File: config.mk
export PLATFORM = sky130hd
export DESIGN_NAME = mdll_dcdl_coarse_ctrl
export DESIGN_NICKNAME = d
export VERILOG_FILES = /design/src/rtl/mdll_pkg.sv /design/src/rtl/mdll_dcdl_coarse_ctrl.sv
export SDC_FILE = /design/constraint.sdc
export NUM_CORES = 1
export LEC_CHECK = 0
export CAP_MARGIN = 5
export CELL_PAD_IN_SITES_DETAIL_PLACEMENT = 0
export CELL_PAD_IN_SITES_GLOBAL_PLACEMENT = 1
export CORE_ASPECT_RATIO = 2
export CORE_MARGIN = 10
export CORE_UTILIZATION = 42
export DETAILED_ROUTE_END_ITERATION = 8
export DONT_BUFFER_PORTS = 1
export GPL_ROUTABILITY_DRIVEN = 0
export HOLD_SLACK_MARGIN = 0.06
export PLACE_DENSITY = 0.8
export SLEW_MARGIN = 20
export SYNTH_ARGS = -nofsm -noshare
export SYNTH_HDL_FRONTEND = slang
export SYNTH_SLANG_ARGS = --single-unit
File: constraint.sdc
create_clock -name clk -period 5.6 [get_ports clk]
set_input_delay 1.12 -clock clk [delete_from_list [all_inputs] [get_ports clk]]
set_output_delay 1.12 -clock clk [all_outputs]
set_load 0.02 [all_outputs]
File: src/rtl/mdll_pkg.sv
// ---------------------------------------------------------------------------
// mdll_pkg
// Shared types and constants for the MDLL digitally-controlled delay line
// coarse controller.
//   coarse_state_e : FSM state encoding (IDLE / STEP / SETTLE)
//   N_STG_DEF      : default number of coarse delay stages
//   SETTLE_W       : width of the settle counter (covers SETTLE_CYC 1..255)
// ---------------------------------------------------------------------------
package mdll_pkg;

  typedef enum logic [1:0] {
    IDLE   = 2'd0,
    STEP   = 2'd1,
    SETTLE = 2'd2
  } coarse_state_e;

  localparam int N_STG_DEF = 16;
  localparam int SETTLE_W  = 8;

endpackage : mdll_pkg

File: src/rtl/mdll_dcdl_coarse_ctrl.sv
// ---------------------------------------------------------------------------
// mdll_dcdl_coarse_ctrl
// Walks the coarse delay code of the DCDL toward a requested target one stage
// at a time, waiting SETTLE_CYC cycles after every single-stage change so the
// delay line can settle before the next step.
//
// Parameters
//   N_STG      : number of coarse delay stages driven
//   SETTLE_CYC : cycles spent in SETTLE after each single-stage change (1..255)
//
// Ports
//   clk      in   block clock
//   rst      in   synchronous active-high reset
//   code_in  in   target coarse code (saturated to N_STG-1)
//   code_vld in   target valid; accepted only while code_rdy is high
//   code_rdy out  ready for a new target (IDLE only)
//   en_ff    out  per-stage feed-forward enable, thermometer coded
//   code_cur out  code currently applied to en_ff
//   done     out  one-cycle pulse when code_cur reaches the target
//   busy     out  high whenever the FSM is not in IDLE
// ---------------------------------------------------------------------------
module mdll_dcdl_coarse_ctrl
  import mdll_pkg::*;
#(
  parameter  int N_STG      = N_STG_DEF,
  parameter  int SETTLE_CYC = 4,
  localparam int CW         = $clog2(N_STG)
) (
  input  logic             clk,
  input  logic             rst,
  input  logic [CW-1:0]    code_in,
  input  logic             code_vld,
  output logic             code_rdy,
  output logic [N_STG-1:0] en_ff,
  output logic [CW-1:0]    code_cur,
  output logic             done,
  output logic             busy
);

  localparam logic [CW-1:0]       CODE_MAX  = CW'(N_STG - 1);
  localparam logic [SETTLE_W-1:0] SETTLE_LD = SETTLE_W'(SETTLE_CYC);

  coarse_state_e       state;
  logic [CW-1:0]       tgt;
  logic [SETTLE_W-1:0] settle_cnt;
  logic [CW-1:0]       code_sat;

  // Clamp the request to the last stage; only matters when N_STG is not a
  // power of two and code_in can encode values past the end of the line.
  always_comb begin
    code_sat = code_in;
    if (32'(code_in) > N_STG - 1) begin
      code_sat = CODE_MAX;
    end
  end

  // Stepping FSM. en_ff is updated bit-by-bit alongside code_cur, so each
  // step sets or clears exactly one enable and en_ff stays a thermometer of
  // code_cur. The top enable can never be set because code_cur never
  // exceeds N_STG-1. The settle counter is loaded with SETTLE_CYC on each
  // step and leaves SETTLE when it reads 1, giving exactly SETTLE_CYC cycles.
  always_ff @(posedge clk) begin
    if (rst) begin
      state      <= IDLE;
      code_cur   <= '0;
      tgt        <= '0;
      en_ff      <= '0;
      settle_cnt <= '0;
      done       <= 1'b0;
      busy       <= 1'b0;
      code_rdy   <= 1'b1;
    end else begin
      done <= 1'b0;
      case (state)
        IDLE: begin
          if (code_vld && code_rdy) begin
            tgt      <= code_sat;
            state    <= STEP;
            busy     <= 1'b1;
            code_rdy <= 1'b0;
          end
        end
        STEP: begin
          if (code_cur == tgt) begin
            done     <= 1'b1;
            state    <= IDLE;
            busy     <= 1'b0;
            code_rdy <= 1'b1;
          end else begin
            if (code_cur < tgt) begin
              en_ff[code_cur] <= 1'b1;
              code_cur        <= code_cur + 1'b1;
            end else begin
              en_ff[code_cur - 1'b1] <= 1'b0;
              code_cur               <= code_cur - 1'b1;
            end
            settle_cnt <= SETTLE_LD;
            state      <= SETTLE;
          end
        end
        SETTLE: begin
          settle_cnt <= settle_cnt - 1'b1;
          if (settle_cnt == SETTLE_W'(1)) begin
            state <= STEP;
          end
        end
        default: begin
          state <= IDLE;
        end
      endcase
    end
  end

endmodule : mdll_dcdl_coarse_ctrl

==> impl_results.md, run 1 <==
* Outcome: completed
* Worst r2r src: code_cur[3]$_SDFFE_PP0P_
* Mapped Area at around 0.0019 mm^2
* Achievable Freq at between 0.3 and 0.4 GHz
* Core ar. at about 0.0044 mm^2
* Cts bufs inserted at 5
* Dpl cell area at between 0.0015 and 0.002 mm^2
* P per Cell Area at around 450 mW/mm^2
* # port buffers at 0
* Worst vdd ir at between 0.0002 and 0.0003 V
* FFs w/ async S/R, synth at 0%
* Clock latency on the worst-skew pair at 0.29 ns
* Lkg Pwr at about 0.73 nW
* Layer with the highest usage: met2
* Count of boundary I/O pins at 30
* Net count, final at 231
* Post_cts resized at 0
* Synth warnings at 0
* Setup crit start kind: register
* Register area share after synthesis at a little under two fifths
* Setup Buffers After CTS at 0
* Tmin final at roughly 2.7 ns
* Rel. slew slack at between 40% and 50%
* Unrepaired setup endpoints after global routing: false
* Cell count of the worst reg-to-reg path at 6
* Core Rows at 34
* Critical Path Source: code_cur[3]$_SDFFE_PP0P_
* Syn_area_per_cell at 8.76 um^2
* Setup_tns at 0 ns
* Critical Path End Type: register
* Starting Density at a little over two fifths
* Die Area at 0.00789 mm^2
* Critical path class: register to register
* Synthesis-to-layout area growth at 6.59%
* CP endpoint: code_cur[2]$_SDFFE_PP0P_
* CTS sink cnt at 37
* Netlist cell types at 49
* Met2 global-route usage at 23.8%
* Fin. max-slew vios at 0
* Synthesized flop and latch total at 37
* Flop2flop setup slack at around 2.9 ns
* Vias in the first global route at between 1500 and 2000
* Max cap viols at 0
* CTS tree: built
* # setup viols final at 0
* Width of the die at 68.0 um
* Routed wire length at approximately 4700 um
* Worst min path class: register to register
* Drc violations at 0
* Diode count at 0
* Synthesized Nets at approximately 240
* Largest net degree at the start of global routing at 43
* Grt met1 use at 11.7%
* Data arrival, critical path at 2.92 ns
* Worst Path Max Fanout at 21
* Die height at roughly 120 um
* Final HPWL DP at about 3500 um
* ANT nets after route at 0
* Grt ovf at 0
* Req. time, crit path at around 5.8 ns
* EDFF count, synth at 0
* Skew final at a little under 0.009 ns
* Worst R2R End: code_cur[2]$_SDFFE_PP0P_
* Mapped Cells at between 200 and 250
* GR Util met3 at between 2 and 3%
* Crit share post-route at 49.0%
* Routed wire per std cell at roughly 17 um
* Vias at roughly 1600
* FILL cells at about 450
* Vias per cell at slightly below 6
* Clk buf depth at 2
* Iteration-0 DRC Markers at about 130
* Commonest non-fill, non-tap cell in the layout: dfxtp_1
* CTS Hold Bufs at 0
* First-pass GRT wire length at between 7000 and 8000 um
* Finished layout cell area at about 0.0021 mm^2
* Primary FF master, synth: dfxtp_1
* Reg clk slew, reported paths at about 0.08 ns
* Clk root buf: clkbuf_8
* Endpoints failing hold at 0
* Pre-antenna DRT Iters at 4
* Worst slew pin tran at between 0.8 and 0.9 ns
* Commonest cells after routing, fill and taps aside: 37 x dfxtp_1, 27 x nor2_1, 18 x inv_1
* Clock H-tree levels at 2
* Initial antenna violation count at 0
* Gr usage total at around an eighth
* Share of cells above drive strength 1 at around a tenth
-- stage by stage --
stage / worst slack [ns] / hold WS [ns] / cells / power, mW / utilization (%)
2_1_floorplan: 3.52 / 0.460 / 221 / 0.631 / -
3_3_place_gp: 2.93 / 0.473 / 261 / 0.696 / 43.9
3_5_place_dp: 2.84 / 0.487 / 261 / 0.698 / 43.9
4_1_cts: 2.83 / 0.506 / 269 / 0.944 / 46.6
5_1_grt: 2.64 / 0.529 / 269 / 1.00 / 46.6
6_report: 2.86 / 0.501 / 269 / 0.935 / 46.6
-- cell type report --
cell class | instances | area (um^2) | share of cell area (%)
clock buffers | 6 | 82.6 | 4.00
flip-flops and latches | 37 | 741 | 35.9
multi-input cells | 152 | 1070 | 51.7
well taps | 54 | 67.6 | 3.27
clock inverters | 2 | 37.5 | 1.82
inverters | 18 | 67.6 | 3.27
-- cells in the mapped netlist, types with 3 or more instances --
library cell | n | area (um^2)
a311o_1 | 3 | 30.0
a31o_2 | 3 | 26.3
mux2i_1 | 7 | 70.1
nand2_1 | 8 | 30.0
nor2_1 | 27 | 101
a21oi_1 | 10 | 50.1
clkbuf_1 | 9 | 33.8
nor2b_1 | 6 | 37.5
a31oi_1 | 10 | 62.6
a311oi_1 | 11 | 96.3
ha_1 | 10 | 125
o21ai_1 | 5 | 25.0
buf_2 | 3 | 15.0
nand3_1 | 5 | 25.0
nand2b_1 | 5 | 31.3
dfxtp_1 | 37 | 741
inv_1 | 18 | 67.6
-- worst min-delay path by stage --
stage / start / to / slack [ns] / depth (start not counted)
floorplan: tgt[1]$_SDFFE_PP0P_ / tgt[1]$_SDFFE_PP0P_ / 0.46 / 2
global placement: tgt[1]$_SDFFE_PP0P_ / tgt[1]$_SDFFE_PP0P_ / 0.47 / 2
detailed placement: tgt[1]$_SDFFE_PP0P_ / tgt[1]$_SDFFE_PP0P_ / 0.49 / 2
CTS: tgt[1]$_SDFFE_PP0P_ / tgt[1]$_SDFFE_PP0P_ / 0.51 / 2
global route: tgt[1]$_SDFFE_PP0P_ / tgt[1]$_SDFFE_PP0P_ / 0.53 / 2
finish: tgt[1]$_SDFFE_PP0P_ / tgt[1]$_SDFFE_PP0P_ / 0.50 / 2
-- worst max-delay path: stages (launching register included) --
cell,delay [ns]
dfxtp_1,0.87
ha_1,0.41
nand4_2,0.12
nand2_4,0.11
a21oi_2,0.57
a22oi_1,0.20
mux2_1,0.33
-- report_power, final --
part	leakage, nW	switching [mW]	internal, mW
Sequential	0.300	0.0686	0.297
Combinational	0.374	0.202	0.122
Clock	0.0574	0.101	0.145
Total	0.731	0.371	0.564
-- per-layer routing --
metal	up-vias	part of all wire, %
li1	787	-
met3	10	4.8
met2	31	57
met5	-	0
met1	739	36
met4	0	2.2
-- registers in the layout, indices dropped and copies added, names as in the netlist --
name / flops
busy: 1
code_cur: 4
settle_cnt: 8
en_ff: 16
code_rdy: 1
tgt: 4
done: 1
state: 2
-- logic make-up (layout without fill, tap and decap cells) --
kind of cell,Yosys count,after routing,share of synthesized area (%)
flops,37,37,38.3
fa+ha+maj,10,10,6.46
buf+inv,32,26,6.59
simple gates,71,71,20.0
compound gates,60,60,22.9
mux,9,9,4.78
xor+xnor,2,2,0.905
No activity file was read; power rests on OpenSTA's default activity.
==> inputs of run 2 (changes only) <==
--- a/config.mk
+++ b/config.mk
@@ -5,6 +5,7 @@
 export SDC_FILE = /design/constraint.sdc
 export NUM_CORES = 1
 export LEC_CHECK = 0
+export ABC_AREA = 1
 export CAP_MARGIN = 5
 export CELL_PAD_IN_SITES_DETAIL_PLACEMENT = 0
 export CELL_PAD_IN_SITES_GLOBAL_PLACEMENT = 1
@@ -15,7 +16,7 @@
 export DONT_BUFFER_PORTS = 1
 export GPL_ROUTABILITY_DRIVEN = 0
 export HOLD_SLACK_MARGIN = 0.06
-export PLACE_DENSITY = 0.8
+export PLACE_DENSITY = 0.83
 export SLEW_MARGIN = 20
 export SYNTH_ARGS = -nofsm -noshare
 export SYNTH_HDL_FRONTEND = slang
==> constraint.sdc (replaced) <==
create_clock -name clk -period 2.6 [get_ports clk]
set_input_delay 0.52 -clock clk [delete_from_list [all_inputs] [get_ports clk]]
set_output_delay 0.52 -clock clk [all_outputs]
set_load 0.02 [all_outputs]
==> impl_results.md, run 2 <==
* Vias per cell at just over 5
* Cell count of the worst reg-to-reg path at 9
* Count of boundary I/O pins at 30
* Worst slack at placement at roughly 0.86 ns
* Most numerous cell in the Yosys netlist: nand2_1
* Data arrival, critical path at a little under 2 ns
* Die Area at 0.00825 mm^2
* Top cells by area, synth: dfxtp_1 36%, nand2_1 12%, inv_1 7.7%
* Clock H-tree levels at 2
* Synthesis-to-layout area growth at 9.64%
* Int Power at between 1.5 and 2 mW
* Gr usage total at 13.3%
* # port buffers at 0
* Worst min path class: input pin to register
* Final HPWL DP at between 4000 and 5000 um
* Grt ovf at 0
* Drc violations at 0
* Worst r2r src: code_cur[0]$_SDFFE_PP0P_
* Share of cells above drive strength 1 at under 10%
* Commonest non-fill, non-tap cell in the layout: nand2_1
* CTS Hold Bufs at 0
* Initial antenna violation count at 0
* Endpoints failing hold at 0
* Outcome: completed
* Core Rows at 36
* Clk buf depth at 2
* Switching share of power at 50.8%
* CTS sink cnt at 37
* Reg clk slew, reported paths at approximately 0.08 ns
* Register area share after synthesis at 36.1%
* Commonest cells post-synth: 67 x nand2_1, 42 x inv_1, 37 x dfxtp_1
* Synth warnings at 0
* Hold Startpoint: rst
* Dpl cell area at about 0.0021 mm^2
* Net count, final at around 320
* Lkg Pwr at 0.983 nW
* Pre-antenna DRT Iters at 4
* Largest net degree at the start of global routing at 18
* CTS tree: built
* Mapped Cells at roughly 300
* Largest registers: en_ff x16, settle_cnt x8
* Max cap viols at 0
* Post_cts resized at 0
* Min Hold Slack at approximately 0.28 ns
* Starting Density at approximately 43%
* Flop2flop setup slack at about 0.84 ns
* ANT nets after route at 0
* EDFF count, synth at 0
* Achievable Freq at 0.569 GHz
* Total power at about 3.2 mW
* Diode count at 0
* Cts bufs inserted at 5
* Worst vdd ir at about 0.00085 V
* Routed wire per std cell at ~15 um
* Vias at 1859
* Primary FF master, synth: dfxtp_1
* Netlist cell types at 29
* Unrepaired setup endpoints after global routing: false
* Fraction of power consumed by sequential logic at between 20% and 30%
* Commonest cells after routing, fill and taps aside: 67 x nand2_1, 42 x inv_1, 37 x dfxtp_1
* Critical Path End Type: register
* Hold EP: busy$_SDFFE_PP0P_
* Setup_tns at 0 ns
* Largest Register: en_ff
* P per Cell Area at between 1000 and 1500 mW/mm^2
* Skew final at approximately 0.004 ns
* Max reg flops at 16
* Final setup margin at ~0.84 ns
* Critical path class: register to register
* First-pass GRT wire length at roughly 9000 um
* Core ar. at around 0.0048 mm^2
* Hold Path Cell Cnt at 1
* Clk root buf: clkbuf_8
* Routed wire length at roughly 5400 um
* Combinational Power Share at between 50 and 60%
* Synthesized flop and latch total at 37
* P_sw at between 1.5 and 2 mW
* Setup crit start kind: register
* Fin. max-slew vios at 0
* Finished layout cell area at roughly 0.0022 mm^2
* Post-synth top area cell: dfxtp_1
* Tmin final at about 1.8 ns
* Syn_area_per_cell at between 6 and 7 um^2
* Req. time, crit path at 2.83 ns
* Die height at 119 um
* Rel. slew slack at about two thirds
* Vias in the first global route at 1856
* # setup viols final at 0
* Share of the synthesized area in the top cell type at between 30% and 40%
* Clk pwr share at a little under a fifth
* Clock latency on the worst-skew pair at between 0.2 and 0.3 ns
* Synthesized Nets at approximately 320
* Crit share post-route at between 60% and 70%
* Worst R2R End: code_cur[3]$_SDFFE_PP0P_
* FFs w/ async S/R, synth at 0%
* Worst Path Max Fanout at 13
* Mapped Area at between 0.002 and 0.0025 mm^2
* Worst slew pin tran at between 0.4 and 0.5 ns
* Iteration-0 DRC Markers at 89
* Setup Buffers After CTS at 0
* Width of the die at approximately 69 um
run 2: worst max-delay path: stages, from the launching register on:
cell and delay (ns):
dfxtp_1 0.33, inv_1 0.10, ha_1 0.32, nand2_1 0.07, nor2_1 0.06, nor2_4 0.31
nand3_2 0.20, nor2_1 0.13, nor2_1 0.05, nor2_1 0.11
run 2: cell type report:
class | count | area [um^2]
Tap cell | 57 | 71.3
Clock buffer | 5 | 68.8
Sequential cell | 37 | 741
Multi-Input combinational cell | 210 | 1090
Clock inverter | 3 | 65.1
Timing Repair Buffer | 5 | 37.5
Inverter | 45 | 171
Fill cell | 502 | 2570
run 2: power groups by stage:
stage | Clock (mW) | Sequential, mW | Combinational (mW)
floorplan | 0 | 0.881 | 1.36
global placement | 0 | 0.854 | 1.79
detailed placement | 0 | 0.859 | 1.80
CTS | 0.613 | 0.845 | 1.81
global route | 0.634 | 0.860 | 2.05
finish | 0.602 | 0.843 | 1.80
run 2: worst max path at each step:
stage	slack, ns	endpoint	start	cells after the start
detailed placement	0.86	code_cur[2]$_SDFFE_PP0P_	tgt[3]$_SDFFE_PP0P_	11
floorplan	0.87	en_ff[10]$_SDFFE_PP0P_	code_cur[0]$_SDFFE_PP0P_	6
global placement	0.87	code_cur[2]$_SDFFE_PP0P_	tgt[3]$_SDFFE_PP0P_	11
CTS	0.84	code_cur[3]$_SDFFE_PP0P_	code_cur[0]$_SDFFE_PP0P_	9
global route	0.67	code_cur[3]$_SDFFE_PP0P_	code_cur[0]$_SDFFE_PP0P_	9
finish	0.84	code_cur[3]$_SDFFE_PP0P_	code_cur[0]$_SDFFE_PP0P_	9
run 2: cells by family after synthesis:
logic type                 synth area share, %
xor gates and xnor gates                 0.854
adders and majority gates                 6.10
and+or+nand+nor                           30.2
DFF                                       36.1
buffers and inverters                     10.6
AOI/OAI and AO/OA                         16.2
run 2: metrics by stage:
step           utilization (%)  cells
2_1_floorplan                -    299
3_3_place_gp              43.9    354
3_5_place_dp              43.9    354
4_1_cts                   46.7    362
5_1_grt                   46.7    362
6_report                  46.7    362
run 2: layer usage:
metal	track usage (%)	part of all wire (%)	wire (um)	vias to the layer above
li1	-	-	-	962
met1	11.6	34	1850	851
met2	26.3	58	3110	38
met3	3.74	5.1	273	8
met4	6.46	2.8	149	0
met5	0	0	0	-
==> inputs of run 3 (changes only) <==
--- a/config.mk
+++ b/config.mk
@@ -5,7 +5,7 @@
 export SDC_FILE = /design/constraint.sdc
 export NUM_CORES = 1
 export LEC_CHECK = 0
-export ABC_AREA = 1
+export ABC_AREA = 0
 export CAP_MARGIN = 5
 export CELL_PAD_IN_SITES_DETAIL_PLACEMENT = 0
 export CELL_PAD_IN_SITES_GLOBAL_PLACEMENT = 1
@@ -16,7 +16,7 @@
 export DONT_BUFFER_PORTS = 1
 export GPL_ROUTABILITY_DRIVEN = 0
 export HOLD_SLACK_MARGIN = 0.06
-export PLACE_DENSITY = 0.83
+export PLACE_DENSITY = 0.8
 export SLEW_MARGIN = 20
 export SYNTH_ARGS = -nofsm -noshare
 export SYNTH_HDL_FRONTEND = slang
==> constraint.sdc (replaced) <==
create_clock -name clk -period 1.8 [get_ports clk]
set_input_delay 0.36 -clock clk [delete_from_list [all_inputs] [get_ports clk]]
set_output_delay 0.36 -clock clk [all_outputs]
set_load 0.02 [all_outputs]
==> impl_results.md, run 3 (synthesized netlist as in run 1, its figures left out) <==
* Gr usage total at between 10% and 20%
* Critical Path Source: code_cur[1]$_SDFFE_PP0P_
* Largest registers: en_ff x16, settle_cnt x8
* Clock H-tree levels at 2
* Setup crit start kind: register
* CTS tree: built
* Worst min path class: input pin to register
* Setup_tns at -0.0591 ns
* P_sw at between 1 and 1.5 mW
* Largest Register: en_ff
* Initial antenna violation count at 0
* Total power at roughly 3.5 mW
* Unrepaired setup endpoints after global routing: true
* Cts bufs inserted at 5
* Max reg flops at 16
* Die Area at 0.00789 mm^2
* Clk pwr share at 21.1%
* Starting Density at between 40% and 50%
* # port buffers at 0
* Die height at around 120 um
* Outcome: complete, but fails checks
* Worst R2R End: code_cur[3]$_SDFFE_PP0P_
* Max cap viols at 0
* Combinational Power Share at approximately 49%
* CTS sink cnt at 37
* Largest stage delay, worst path at 0.55 ns
* Cell count of the worst reg-to-reg path at 7
* Min Hold Slack at between 0.1 and 0.15 ns
* Clock latency on the worst-skew pair at around 0.29 ns
* Tmin final at between 1.5 and 2 ns
* Finished layout cell area at 0.00246 mm^2
* Critical path class: register to register
* FILL cells at ~400
* Count of boundary I/O pins at 30
* Core Rows at 34
* Rel. slew slack at about three fifths
* Int Power at 2.13 mW
* Commonest non-fill, non-tap cell in the layout: dfxtp_1
* Diode count at 0
* ANT nets after route at 0
* Worst r2r src: code_cur[1]$_SDFFE_PP0P_
* Crit path cell chain: ha_4, buf_4, nand4_4, nand2_4, or4_4, a21o_1, a21oi_2
* Fin. max-slew vios at 0
* Crit share post-route at 101%
* Vias per cell at about 6
* Violated checks: negative setup slack
* Worst Path Max Fanout at 6
* Endpoints failing hold at 0
* Fraction of power consumed by sequential logic at 30.4%
* Routed wire per std cell at 17.6 um
* Net count, final at 261
* CP endpoint: code_cur[3]$_SDFFE_PP0P_
* Pre-antenna DRT Iters at 4
* Req. time, crit path at 2.02 ns
* Share of cells above drive strength 1 at slightly above 30%
* Grt ovf at 0
* Synthesis-to-layout area growth at 27.0%
* Final core utilization at 55.5%
* Final setup margin at -0.0197 ns
* Drc violations at 0
* Clk buf depth at 2
* Vias at roughly 1800
* Largest net degree at the start of global routing at between 40 and 50
* Commonest cells after routing, fill and taps aside: 32 x dfxtp_1, 27 x nor2_1, 24 x buf_4
* Worst slew pin tran at roughly 0.62 ns
* Worst vdd ir at 0.000874 V
* # setup viols final at 5
* Iteration-0 DRC Markers at 100
* Vias in the first global route at ~1800
* CTS Hold Bufs at 0
* Skew final at 0.00764 ns
* Width of the die at 68.0 um
* Critical Path End Type: register
* Achievable Freq at 0.550 GHz
* Core ar. at ~0.0044 mm^2
* Dpl cell area at between 0.002 and 0.0025 mm^2
* Worst-path cell with the longest stage delay: or4_4
* First-pass GRT wire length at ~9000 um
* Lkg Pwr at a little over 0.9 nW
* Routed wire length at around 5300 um
* Switching share of power at between 30 and 40%
* P per Cell Area at 1420 mW/mm^2
* Clk root buf: clkbuf_8
* Data arrival, critical path at a little over 2 ns
* Flop2flop setup slack at -0.02 ns
* Final HPWL DP at slightly below 4000 um
* Reg clk slew, reported paths at 0.08 ns
-- run 3: cell count changes in the layout (fill, tap and decap cells not counted), sizes merged, moves of 6 or more --
cell,delta
nand2,-60
inv,-26
nand3,-26
buf,+25
a21oi,-21
o21ai,-12
a311oi,+11
a31oi,+10
nor2,-9
o21bai,-8
mux2i,+7
nor2b,+6
-- run 3: area by class of cell --
type	count	area (um^2)	area share (%)
clock buffers	5	68.8	2.80
clock inverters	3	46.3	1.88
inverters	18	70.1	2.85
multi-input cells	152	1200	48.7
flip-flops and latches	37	752	30.6
well taps	54	67.6	2.75
repair buffers	30	256	10.4
-- run 3: routing by layer --
metal  global-route usage, %  vias up  wire length, um
met5                       0        -                0
met4                    7.42        0              106
met3                    3.29        8              279
met2                    26.5       41             3140
met1                    13.7      856             1730
li1                        -      845                -
-- run 3: stage by stage --
stage,cells,worst slack [ns]
2_1_floorplan,221,0.00189
3_3_place_gp,287,-0.0447
3_5_place_dp,287,-0.100
4_1_cts,299,-0.0429
5_1_grt,299,-0.159
6_report,299,-0.0197
-- run 3: worst min path at each step --
stage / startpoint / to / depth (start not counted)
after floorplan: tgt[1]$_SDFFE_PP0P_ / tgt[1]$_SDFFE_PP0P_ / 2
after global placement: rst / code_cur[3]$_SDFFE_PP0P_ / 1
after detailed placement: rst / code_cur[3]$_SDFFE_PP0P_ / 1
after CTS: rst / code_cur[3]$_SDFFE_PP0P_ / 1
after global routing: rst / code_cur[3]$_SDFFE_PP0P_ / 1
final: rst / code_cur[3]$_SDFFE_PP0P_ / 1
-- run 3: timing repair --
| item | CTS | global route |
|---|---|---|
| buffers inserted | 4 | 0 |
| setup endpoints to repair | 10 | 22 |
| pin swaps | 18 | 7 |
| resized for setup | 7 | 16 |
-- run 3: power groups by stage --
stage | combinational (mW) | clock (mW) | sequential (mW)
after floorplan | 0.953 | 0 | 1.10
after global placement | 1.53 | 0 | 1.08
after detailed placement | 1.55 | 0 | 1.08
after CTS | 1.62 | 0.758 | 1.06
after global routing | 1.86 | 0.787 | 1.08
final | 1.70 | 0.739 | 1.06
-- run 3: worst max-delay path, delay by kind of cell, from the launching register on --
family	cells	cell delay, ns
buffers and inverters	1	0.13
adders and majority gates	1	0.23
AOI/OAI and AO/OA	2	0.28
DFF	1	0.37
and+or+nand+nor	3	0.74
